$ cat src/rtl/mem_arb_pkg.sv
// rtl/mem_arb_pkg.sv - shared encodings and address constants for the memory port arbiter
//
// Purpose : state and grant encodings used by memory_port_arbiter and
//           mem_arb_pick, plus the text/data segment base addresses used
//           by benches that drive the arbiter.
// Ports   : none (package).
// Config  : MEM_ARB_RR_EN is consumed by mem_arb_pick and memory_port_arbiter.
package mem_arb_pkg;

    // Arbiter FSM state encoding.
    localparam logic [1:0] ST_IDLE   = 2'd0;
    localparam logic [1:0] ST_ACCESS = 2'd1;
    localparam logic [1:0] ST_RESP   = 2'd2;

    // Grant encoding: which requester owns the memory port.
    localparam logic GNT_FETCH = 1'b0;
    localparam logic GNT_DATA  = 1'b1;

    // Segment bases of the two requesters.
    localparam logic [31:0] TEXT_BASE = 32'h0040_0000;
    localparam logic [31:0] DATA_BASE = 32'h1001_0000;

endpackage

$ cat src/rtl/mem_arb_pick.sv
// rtl/mem_arb_pick.sv - combinational winner select between fetch and load/store requesters
//
// Purpose : chooses which pending request is granted when the arbiter is
//           idle. Fixed priority (data over fetch) by default; with
//           MEM_ARB_RR_EN defined a tie goes to the requester that was not
//           granted last.
// Ports   : fetch_req  in  fetch request pending
//           data_req   in  load/store request pending
//           last_grant in  previous grant (only with MEM_ARB_RR_EN)
//           grant      out winning requester (GNT_FETCH / GNT_DATA)
//           any_req    out at least one request pending
// Config  : MEM_ARB_RR_EN selects round-robin tie breaking.
module mem_arb_pick
    import mem_arb_pkg::*;
(
    input  logic fetch_req,
    input  logic data_req,
`ifdef MEM_ARB_RR_EN
    input  logic last_grant,
`endif
    output logic grant,
    output logic any_req
);

    assign any_req = fetch_req | data_req;

`ifdef MEM_ARB_RR_EN
    always_comb begin
        grant = GNT_FETCH;
        if (fetch_req && data_req) begin
            // Tie: hand the port to whoever did not have it last time.
            grant = (last_grant == GNT_DATA) ? GNT_FETCH : GNT_DATA;
        end else if (data_req) begin
            grant = GNT_DATA;
        end
    end
`else
    always_comb begin
        grant = GNT_FETCH;
        if (data_req) begin
            grant = GNT_DATA;
        end
    end
`endif

endmodule

$ cat src/rtl/memory_port_arbiter.sv
// rtl/memory_port_arbiter.sv - shares the single-port memory between instruction fetch and load/store
//
// Purpose : grants one requester at a time, drives the memory write-enable,
//           address and write data, waits READ_LATENCY cycles for reads,
//           captures read data into the winner's data register and pulses
//           the winner's acknowledge for one cycle.
// Ports   : clk, reset            clock, asynchronous active-high reset
//           Fetch_Req_i/Addr_i    fetch request (level, held until ack)
//           Fetch_Ack_o/Data_o    one-cycle ack, registered instruction word
//           Data_Req_i/We_i/Addr_i/Wdata_i  load/store request
//           Data_Ack_o/Rdata_o    one-cycle ack, registered load data
//           Mem_Write_Enable_o/Mem_Address_o/Mem_Write_Data_o  to memory
//           Mem_Read_Data_i       from memory
//           Busy_o                high whenever the FSM is not idle
// Config  : MEM_ARB_RR_EN enables round-robin tie breaking (last-grant register).
module memory_port_arbiter
    import mem_arb_pkg::*;
#(
    parameter int DATA_WIDTH   = 32,
    parameter int READ_LATENCY = 1
) (
    input  logic                  clk,
    input  logic                  reset,
    input  logic                  Fetch_Req_i,
    input  logic [DATA_WIDTH-1:0] Fetch_Addr_i,
    output logic                  Fetch_Ack_o,
    output logic [DATA_WIDTH-1:0] Fetch_Data_o,
    input  logic                  Data_Req_i,
    input  logic                  Data_We_i,
    input  logic [DATA_WIDTH-1:0] Data_Addr_i,
    input  logic [DATA_WIDTH-1:0] Data_Wdata_i,
    output logic                  Data_Ack_o,
    output logic [DATA_WIDTH-1:0] Data_Rdata_o,
    output logic                  Mem_Write_Enable_o,
    output logic [DATA_WIDTH-1:0] Mem_Address_o,
    output logic [DATA_WIDTH-1:0] Mem_Write_Data_o,
    input  logic [DATA_WIDTH-1:0] Mem_Read_Data_i,
    output logic                  Busy_o
);

    localparam int              CNT_W    = $clog2(READ_LATENCY + 1);
    localparam logic [CNT_W-1:0] CNT_LOAD = CNT_W'(READ_LATENCY);
    localparam logic [CNT_W-1:0] CNT_ONE  = CNT_W'(1);

    logic [1:0]            state;
    logic [CNT_W-1:0]      cnt;
    logic                  grant_q;
    logic                  mem_we;
    logic [DATA_WIDTH-1:0] mem_addr;
    logic [DATA_WIDTH-1:0] mem_wdata;
    logic                  fetch_ack;
    logic                  data_ack;
    logic [DATA_WIDTH-1:0] fetch_data;
    logic [DATA_WIDTH-1:0] data_rdata;

    logic                  pick_grant;
    logic                  pick_any;
    logic                  pick_is_data;

`ifdef MEM_ARB_RR_EN
    logic last_grant;

    mem_arb_pick u_pick (
        .fetch_req (Fetch_Req_i),
        .data_req  (Data_Req_i),
        .last_grant(last_grant),
        .grant     (pick_grant),
        .any_req   (pick_any)
    );

    // Updated on every grant, not only on ties, so alternation follows the
    // actual order of service.
    always_ff @(posedge clk or posedge reset) begin
        if (reset) begin
            last_grant <= GNT_DATA;
        end else if (state == ST_IDLE && pick_any) begin
            last_grant <= pick_grant;
        end
    end
`else
    mem_arb_pick u_pick (
        .fetch_req(Fetch_Req_i),
        .data_req (Data_Req_i),
        .grant    (pick_grant),
        .any_req  (pick_any)
    );
`endif

    assign pick_is_data = (pick_grant == GNT_DATA);

    // Requests are only sampled in IDLE; once granted the transaction runs to
    // completion even if the requester drops its request.
    always_ff @(posedge clk or posedge reset) begin
        if (reset) begin
            state      <= ST_IDLE;
            cnt        <= '0;
            grant_q    <= GNT_DATA;
            mem_we     <= 1'b0;
            mem_addr   <= '0;
            mem_wdata  <= '0;
            fetch_ack  <= 1'b0;
            data_ack   <= 1'b0;
            fetch_data <= '0;
            data_rdata <= '0;
        end else begin
            case (state)
                ST_IDLE: begin
                    if (pick_any) begin
                        grant_q  <= pick_grant;
                        mem_addr <= pick_is_data ? Data_Addr_i : Fetch_Addr_i;
                        mem_we   <= pick_is_data & Data_We_i;
                        if (pick_is_data) begin
                            mem_wdata <= Data_Wdata_i;
                        end
                        cnt   <= CNT_LOAD;
                        state <= ST_ACCESS;
                    end
                end
                ST_ACCESS: begin
                    if (mem_we) begin
                        // Stores take a single ACCESS cycle regardless of latency.
                        mem_we   <= 1'b0;
                        cnt      <= '0;
                        data_ack <= 1'b1;
                        state    <= ST_RESP;
                    end else if (cnt <= CNT_ONE) begin
                        // Last ACCESS cycle: address has been stable long enough.
                        cnt <= '0;
                        if (grant_q == GNT_DATA) begin
                            data_rdata <= Mem_Read_Data_i;
                            data_ack   <= 1'b1;
                        end else begin
                            fetch_data <= Mem_Read_Data_i;
                            fetch_ack  <= 1'b1;
                        end
                        state <= ST_RESP;
                    end else begin
                        cnt <= cnt - CNT_ONE;
                    end
                end
                ST_RESP: begin
                    fetch_ack <= 1'b0;
                    data_ack  <= 1'b0;
                    state     <= ST_IDLE;
                end
                default: begin
                    state <= ST_IDLE;
                end
            endcase
        end
    end

    assign Fetch_Ack_o        = fetch_ack;
    assign Fetch_Data_o       = fetch_data;
    assign Data_Ack_o         = data_ack;
    assign Data_Rdata_o       = data_rdata;
    assign Mem_Write_Enable_o = mem_we;
    assign Mem_Address_o      = mem_addr;
    assign Mem_Write_Data_o   = mem_wdata;
    assign Busy_o             = (state != ST_IDLE);

endmodule

$ cat config.mk
export PLATFORM = sky130hd
export DESIGN_NAME = memory_port_arbiter
export DESIGN_NICKNAME = d
export VERILOG_FILES = /design/src/rtl/mem_arb_pkg.sv /design/src/rtl/mem_arb_pick.sv /design/src/rtl/memory_port_arbiter.sv
export SDC_FILE = /design/constraint.sdc
export NUM_CORES = 1
export LEC_CHECK = 0
export ABC_CLOCK_PERIOD_IN_PS = 5700
export CAP_MARGIN = 20
export CORE_MARGIN = 3
export CORE_UTILIZATION = 41
export CTS_CLUSTER_SIZE = 12
export DETAILED_ROUTE_END_ITERATION = 12
export HOLD_SLACK_MARGIN = 0.06
export PLACE_DENSITY_LB_ADDON = 0.05
export RECOVER_POWER = 100
export SLEW_MARGIN = 30
export SYNTH_ARGS = -nofsm -noshare
export SYNTH_HDL_FRONTEND = slang
export SYNTH_SLANG_ARGS = --single-unit
$ cat constraint.sdc
create_clock -name clk -period 5.7 [get_ports clk]
set_clock_uncertainty 0.1 [all_clocks]
set_input_delay 1.14 -clock clk [delete_from_list [all_inputs] [get_ports clk]]
set_output_delay 1.14 -clock clk [all_outputs]
set_load 0.05 [all_outputs]
==> results.md, run 1 <==
- Status: finished with violations
- Failing checks: max-capacitance violations, max-slew violations
- Global Route Usage Sum: 0.197
- Max Root-Sink Buffers: 2
- Vias/cell: 4.77
- Worst setup EP type: flop
- Hpwl dp: 10,700 um
- Max Cap Viol: 4
- WP buf/inv: 2
- Mapped Area: about 0.0054 mm2
- Num CTS Buffers: 17
- Die height: roughly 120 um
- Post-DP Area: 0.00814 mm2
- Total design power: approximately 0.0063 W
- CTS Hold Bufs: 0
- Final wirelength: around 14,000 um
- Post-Syn Instances: around 380
- Yosys warns: 0
- Initial Util: 0.424
- # diodes: 0
- Fillers: 982
- Ports: 265
- WHS: 368 ps
- Post-route cell area: approximately 0.0087 mm2
- Slew @ Worst Pin: 2140 ps
- Final setup violating endpoints: 0
- Max Transition Viols Final: 198
- H-tree Lvls: 4
- Static leakage: 3.80 nW
- Max rail drop VDD: between 300 and 400 uV
- Flop-to-flop setup slack: 2600 ps
- TritonCTS clock tree: yes
- Final hold vios: 0
- Fin crit share: 0.670
- CTS sink cnt: 134
- Root Driver: clkbuf_16
- Dpl cells: 796
- Min cycle time layout: 3820 ps
- Vias in the first global route: 4,321
- Max transition margin: -0.424
- Vias post-DR: around 4,000
- Setup Buffers After CTS: 0
- Most common cell on crit path: o21ai_0
- Crit Path Max Fanout: 64
- Power Dens Cells: 725 mW/mm2
- Clock Latency Late Sink: 400 ps
- Final net count: 780
- Flops & latches, synth: 134
- Largest net degree at the start of global routing: 66
- Placer Congestion: 0.784
- Ratio of cells with drive above 1 in the final layout: 0.197
- Antenna Nets Post-Route: 0
- Unrepaired setup endpoints after global routing: no
- Net Count, Synth: slightly above 500
- CP arrival: 3890 ps
- Port Buf Inserts: 264
- Req. time, crit path: around 5800 ps
- Initial antenna violation count: 1
- CP max stage delay: 1560 ps
- Syn Area/Cell: between 10 and 15 um2
- Setup CP Type: in2reg
- Post-Layout Cell Count: 828
- Die Span X: 121 um
- Row cnt: 41
- Crit-path cells: dlygate4sd3_1 > o21ai_0 > clkbuf_1 > o21ai_0
- Global-route wire length before repair: 22,000 um
- Critical path launch point type: primary input
- Iter 0 DRT Violations: around 150
- CP delay by family, top: buffers and inverters
- Avg WL per Cell: 17.0 um
- Top achievable clock speed: 262 MHz
- GRT overflow: 0
- Die ar.: 0.0146 mm2
- Clk slew on worst S/H paths: 50 ps
- Hold Path Class: reg2reg
- Area grow syn2layout: 62.0%
- Core region area: 0.0127 mm2
- Sequential area share after synthesis: 0.622
- Distinct cell type count after synthesis: 23
- Setup TNS Final: 0 ps
- Post-cts resize count: 0
- Slowest CP cell: clkbuf_1
- Remaining DRCs: 0
- Drt first pass iters: 4
## state kept, by name (all words and copies together), names as in the netlist
| name | flops |
|---|---|
| Data_Ack_o | 1 |
| Data_Rdata_o | 32 |
| Fetch_Ack_o | 1 |
| Fetch_Data_o | 32 |
| Mem_Address_o | 32 |
| Mem_Write_Data_o | 32 |
| Mem_Write_Enable_o | 1 |
| grant_q | 1 |
| state | 2 |
## stage by stage
stage	utilization	worst slack [ps]
final	0.686	1880
after detailed placement	0.640	2280
after floorplan	-	879
after global routing	0.686	1480
after CTS	0.689	2210
after global placement	0.640	2360
## kinds of logic (layout without fill, tap and decap cells)
kind of cell,after synthesis,after routing,synth area share
buf+inv,27,307,0.0313
flops,134,134,0.622
compound gates,38,38,0.0367
fa+ha+maj,4,4,0.00929
simple gates,43,43,0.0364
mux,130,130,0.264
## final timing paths
kind | startpoint | to | cells after the start
max | Fetch_Req_i | Mem_Address_o[22] | 4
min | Mem_Address_o[31] | Mem_Address_o[31] | 2
max reg2reg | state[0] | Mem_Address_o[22] | 5
min reg2reg | Mem_Address_o[31] | Mem_Address_o[31] | 2
max in group asynchronous | reset | Fetch_Data_o[30] | 3
min in group asynchronous | reset | Fetch_Data_o[14] | 2
## metal layers
| metal | vias up | share of wire | GRT usage |
|---|---|---|---|
| met5 | - | 0.00092 | 0 |
| met4 | 2 | 0.015 | 0.0694 |
| met3 | 20 | 0.098 | 0.0865 |
| met2 | 167 | 0.53 | 0.350 |
| met1 | 1913 | 0.36 | 0.207 |
| li1 | 1850 | - | - |
## Yosys cell counts
master / n / area share
nand2_1: 35 / 0.024
buf_6: 6 / 0.013
mux2_2: 95 / 0.20
mux2i_1: 33 / 0.061
dfrtp_1: 133 / 0.62
inv_1: 7 / 0.0049
a31oi_1: 1 / 0.0012
nand3b_2: 1 / 0.0021
nor4bb_1: 1 / 0.0019
nor3_1: 1 / 0.00093
mux2_1: 2 / 0.0042
nor2_1: 2 / 0.0014
clkbuf_1: 2 / 0.0014
o31ai_1: 1 / 0.0014
buf_2: 9 / 0.0084
nor3b_4: 1 / 0.0035
ha_1: 4 / 0.0093
dfstp_2: 1 / 0.0049
o21ai_0: 35 / 0.032
nand2_2: 1 / 0.0012
buf_4: 3 / 0.0042
o2111ai_1: 1 / 0.0016
or3_1: 1 / 0.0012
## tightest hold or removal path: cells and delay by family, from the launching register on
family,cells,cell delay [ps]
AOI/OAI and AO/OA,1,50
DFF,1,330
and+or+nand+nor,1,40
## where the power goes
| part | leakage [nW] | internal [W] | switching [W] |
|---|---|---|---|
| clock network | 0.307 | 0.000764 | 0.000380 |
| registers | 1.59 | 0.00144 | 0.000233 |
| logic | 1.90 | 0.00117 | 0.00234 |
## cells in the final DEF (no fill, tap or decap)
| cell | count |
|---|---|
| dfrtp_1 | 133 |
| clkinv_2 | 4 |
| clkbuf_16 | 17 |
| buf_4 | 2 |
| nor3_1 | 1 |
| a31oi_1 | 1 |
| mux2i_1 | 33 |
| nand3b_1 | 1 |
| mux2_2 | 95 |
| o31ai_1 | 1 |
| clkinvlp_2 | 1 |
| dfstp_2 | 1 |
| clkbuf_1 | 5 |
| clkbuf_8 | 3 |
| nor4bb_1 | 1 |
| nor2_1 | 2 |
| nand2_1 | 36 |
| nor3b_1 | 1 |
| mux2_1 | 2 |
| dlygate4sd3_1 | 134 |
| inv_1 | 6 |
| ha_1 | 4 |
| o21ai_0 | 35 |
| clkinvlp_4 | 1 |
| clkbuf_2 | 1 |
| clkdlybuf4s50_1 | 129 |
| or3_1 | 1 |
| o2111ai_1 | 1 |
| bufinv_16 | 4 |
## final cells by class
cell class / instances / area [um2] / area share
clock buffers: 23 / 478 / 0.0547
clock inverters: 9 / 148 / 0.0169
inverters: 7 / 27.5 / 0.00315
multi-input cells: 215 / 1850 / 0.212
flip-flops and latches: 134 / 3350 / 0.384
well taps: 172 / 215 / 0.0246
repair buffers: 268 / 2660 / 0.305
Note: power is estimated with default switching activity, not from simulation.
==> run 2, diff against run 1 <==
- ABC_CLOCK_PERIOD_IN_PS: 5700 -> 3500
- CORE_UTILIZATION: 41 -> 37
- clock period: 5.7 -> 3.5 ns (I/O delays scaled with it)
==> results.md, run 2 (synthesis gave the netlist of run 1 again) <==
- Clock Latency Late Sink: 400 ps
- WP buf/inv: 3
- Vias/cell: between 4 and 5
- Failing checks: max-capacitance violations, max-slew violations
- Vias in the first global route: roughly 4,300
- Vias post-DR: 3,942
- Final net count: 783
- Global-route wire length before repair: 22,000 um
- Die Span X: 127 um
- CTS sink cnt: 134
- Root Driver: clkbuf_16
- Req. time, crit path: 2700 ps
- Area grow syn2layout: 62.9%
- Hold endpoint: Mem_Address_o[31]
- R2r startpoint: state[1]
- Initial Util: 0.384
- Power Dens Cells: 1180 mW/mm2
- CTS Hold Bufs: 0
- H-tree Lvls: 4
- WL met2: 7200 um
- Unrepaired setup endpoints after global routing: no
- Max transition margin: -0.134
- Register Area: 0.00335 mm2
- Comb pwr share: 0.553
- Global Route Usage Sum: 0.176
- Slowest CP cell: dlygate4sd3_1
- Min cycle time layout: 2970 ps
- Clock share of power: 0.183
- WHS Path Cells: 2
- Ports: between 200 and 300
- Slew @ Worst Pin: 1700 ps
- Clk slew on worst S/H paths: 60 ps
- Drt first pass iters: 3
- Multi-input gate area: 0.00186 mm2
- Iter 0 DRT Violations: 88
- Final wirelength: roughly 14,000 um
- Row cnt: 43
- Worst setup EP type: output pin
- Antenna Nets Post-Route: 0
- Post-route cell area: 0.00878 mm2
- R2R cell count: 4
- Post-cts resize count: 0
- Post-DP Area: 0.00820 mm2
- Avg WL per Cell: 16.5 um
- Port Buf Inserts: 264
- Static leakage: 3.82 nW
- Status: finished with violations
- Flop-to-flop setup slack: between 600 and 700 ps
- Final hold vios: 0
- Placer Congestion: roughly 0.81
- # diodes: 0
- CP delay by family, top: buffers and inverters
- Final setup violating endpoints: 0
- Min-delay src: Mem_Address_o[31]
- P_sw: around 0.0048 W
- Worst R2R End: Data_Rdata_o[25]
- Fin crit share: 0.848
- Remaining DRCs: 0
- Initial antenna violation count: 0
- CP max stage delay: 910 ps
- Int Pwr: 0.00552 W
- Crit-path cells: inv_1 > ha_1 > inv_1 > dlygate4sd3_1
- Top achievable clock speed: around 340 MHz
- WL met3: 1280 um
- Sw frac: 0.465
- CP arrival: 2170 ps
- Top routing layer in use: met4
- TritonCTS clock tree: yes
- Critical path launch point type: flop
- Hpwl dp: ~10,000 um
- Hold Path Class: reg2reg
- Setup CP Type: reg2out
- GRT overflow: 0
- Core region area: 0.0140 mm2
- Setup Buffers After CTS: 0
- Ratio of cells with drive above 1 in the final layout: 0.205
- Crit path from: state[0]
- Die ar.: 0.0161 mm2
- Max Root-Sink Buffers: 2
- Largest net degree at the start of global routing: 78
- Fillers: 1,073
- Max Transition Viols Final: 60
- Crit Path Max Fanout: 5
- Max rail drop VDD: 595 uV
- Reg power frac: 0.264
- Most common cell on crit path: inv_1
- Max Cap Viol: 2
- Num CTS Buffers: 17
- Setup TNS Final: 0 ps
- Most frequent cells in the layout: dfrtp_1, dlygate4sd3_1, clkdlybuf4s50_1
- Metal-1 WL: ~5100 um
- Die height: 127 um
[run 2: cell types whose count changed in the layout (fill, tap and decap cells not counted), sizes merged]
cell	delta
dlygate4sd3	-1
clkbuf	+4
clkdlybuf4s50	+1
clkinvlp	-1
buf	-1
[run 2: layout make-up]
cell class,count,area share
Multi-Input combinational cell,215,0.211
Inverter,7,0.00313
Clock buffer,23,0.0567
Clock inverter,8,0.0164
Timing Repair Buffer,271,0.305
Tap cell,180,0.0256
Sequential cell,134,0.382
[run 2: power groups by stage]
stage	clock network (W)	registers [W]	logic [W]
after global routing	0.00202	0.00283	0.00598
after detailed placement	0	0.00279	0.00609
after floorplan	0	0.00546	0.00131
after global placement	0	0.00274	0.00603
final	0.00189	0.00272	0.00571
after CTS	0.00195	0.00277	0.00610
[run 2: how the worst max path moves through the flow]
| stage | endpoint | slack, ps | depth (start not counted) |
|---|---|---|---|
| 2_1_floorplan | Data_Ack_o | 1040 | 1 |
| 3_3_place_gp | Busy_o | 1010 | 4 |
| 3_5_place_dp | Busy_o | 960 | 4 |
| 4_1_cts | Busy_o | 520 | 4 |
| 5_1_grt | Mem_Address_o[0] | 230 | 5 |
| 6_report | Busy_o | 530 | 4 |
[run 2: metrics by stage]
stage	utilization	hold slack (ps)	worst slack, ps	instances	total power [W]
global placement	0.584	362	1010	807	0.00878
CTS	0.630	382	517	838	0.0108
detailed placement	0.584	370	962	807	0.00887
floorplan	-	377	1040	376	0.00677
finish	0.625	372	533	838	0.0103
global route	0.625	395	227	838	0.0108
[run 2: worst min-delay path, stage by stage (launching register included)]
cell	delay, ps
dfrtp_1	330
nand2_1	40
o21ai_0	60
[run 2: layer usage]
layer	global-route usage	up-vias
met5	0	-
met4	0.0688	0
met3	0.0758	16
met2	0.307	159
met1	0.190	1914
li1	-	1853
==> run 3, diff against run 2 <==
- ABC_CLOCK_PERIOD_IN_PS: 3500 -> 3000
- CORE_UTILIZATION: 37 -> 41
- clock period: 3.5 -> 3 ns (I/O delays scaled with it)
==> results.md, run 3 (synthesis gave the netlist of run 1 again) <==
- Status: finished with violations
- Failing checks: max-capacitance violations, max-slew violations
- Max transition margin: -0.242
- Ports: around 270
- GRT overflow: 0
- # diodes: 0
- Hold Path Class: reg2reg
- Die Span X: 121 um
- P_sw: about 0.0057 W
- Worst setup EP type: output pin
- Drt first pass iters: 4
- Critical path launch point type: flop
- Post-cts resize count: 0
- CP arrival: 2170 ps
- Hpwl dp: 10,900 um
- Slew @ Worst Pin: 1860 ps
- Dpl cells: about 800
- Sw frac: 0.468
- Num CTS Buffers: 17
- Total design power: around 0.012 W
- Unrepaired setup endpoints after global routing: no
- CTS sink cnt: between 100 and 150
- Setup CP Type: reg2out
- Fin util: 0.691
- Reg power frac: 0.262
- Most frequent cells in the layout: dlygate4sd3_1, dfrtp_1, clkdlybuf4s50_1
- Max Root-Sink Buffers: 2
- Vias in the first global route: 4,316
- Min cycle time layout: 2870 ps
- Req. time, crit path: ~2300 ps
- Global-route wire length before repair: about 22,000 um
- Final wirelength: roughly 14,000 um
- Clock Latency Late Sink: 410 ps
- Clock share of power: 0.187
- Crit Path Max Fanout: 5
- Power Dens Cells: 1380 mW/mm2
- Initial Util: 0.424
- Die height: approximately 120 um
- Root Driver: clkbuf_16
- Int Pwr: 0.00647 W
- Vias/cell: 4.79
- Ratio of cells with drive above 1 in the final layout: 0.203
- Remaining DRCs: 0
- CTS Hold Bufs: 0
- Final setup violating endpoints: 0
- Static leakage: 3.83 nW
- Final net count: slightly below 800
- TritonCTS clock tree: yes
- Top achievable clock speed: 348 MHz
- Largest net degree at the start of global routing: 79
- Placer Congestion: roughly 0.74
- Fin crit share: 0.957
- Row cnt: 41
- Vias post-DR: 3,977
- H-tree Lvls: 4
- Global Route Usage Sum: 0.200
- Initial antenna violation count: 0
- Clk slew on worst S/H paths: 50 ps
- Port Buf Inserts: between 200 and 300
- Fillers: 967
- Final hold vios: 0
- Max rail drop VDD: ~730 uV
- Avg WL per Cell: 17.3 um
- Iter 0 DRT Violations: ~150
- Max Cap Viol: 1
- Comb pwr share: 0.552
- Most common cell after layout, fill and taps aside: dlygate4sd3_1
- Die ar.: roughly 0.015 mm2
- Setup TNS Final: 0 ps
- Antenna Nets Post-Route: 0
- Core region area: roughly 0.013 mm2
- Max Transition Viols Final: 79
- Area grow syn2layout: 63.1%
- Setup Buffers After CTS: 0
- Post-Layout Cell Count: 831
==> run 3: final timing paths <==
| path | to | cells past startpoint | slack (ps) | start |
|---|---|---|---|---|
| min in group asynchronous | Mem_Address_o[21] | 3 | 1080 | reset |
| max in group asynchronous | Data_Rdata_o[8] | 3 | 420 | reset |
| min reg2reg | Mem_Address_o[23] | 2 | 370 | Mem_Address_o[23] |
| max reg2reg | Fetch_Data_o[25] | 5 | 420 | state[1] |
| max | Busy_o | 4 | 130 | state[0] |
| min | Mem_Address_o[23] | 2 | 370 | Mem_Address_o[23] |
==> run 3: area by class of cell <==
class | instances | area (um2) | area share
clock inverter | 13 | 203 | 0.0231
inverter | 7 | 27.5 | 0.00313
clock buffer | 19 | 453 | 0.0515
multi-input combinational | 215 | 1850 | 0.210
timing repair buffer | 271 | 2690 | 0.306
tap | 172 | 215 | 0.0245
sequential | 134 | 3350 | 0.382
==> run 3: power by group through the flow <==
stage	Clock, W	Sequential, W	Combinational (W)
floorplan	0	0.00637	0.00153
global placement	0	0.00321	0.00705
detailed placement	0	0.00326	0.00712
CTS	0.00232	0.00325	0.00715
global route	0.00240	0.00332	0.00701
finish	0.00227	0.00318	0.00671
==> run 3: critical path, cell delays in order, from the launching register on <==
cell and delay (ps):
dfrtp_1 390, inv_1 80, ha_1 260, inv_1 120
dlygate4sd3_1 910
==> run 3: layer usage <==
layer  wire [um]  GRT usage  up-vias  share of wire
met3        1600      0.101       22           0.11
met4         244     0.0715        0          0.017
met2        7560      0.350      164           0.53
met5           0          0        -              0
met1        4960      0.205     1929           0.35
li1            -          -     1862              -
==> run 3: metrics by stage <==
stage | setup WS [ps] | area, um2 | hold slack (ps)
6_report | 130 | 8790 | 369
5_1_grt | 67.9 | 8790 | 385
4_1_cts | 126 | 8860 | 381
3_5_place_dp | 583 | 8210 | 371
3_3_place_gp | 614 | 8210 | 362
2_1_floorplan | 636 | 5390 | 377
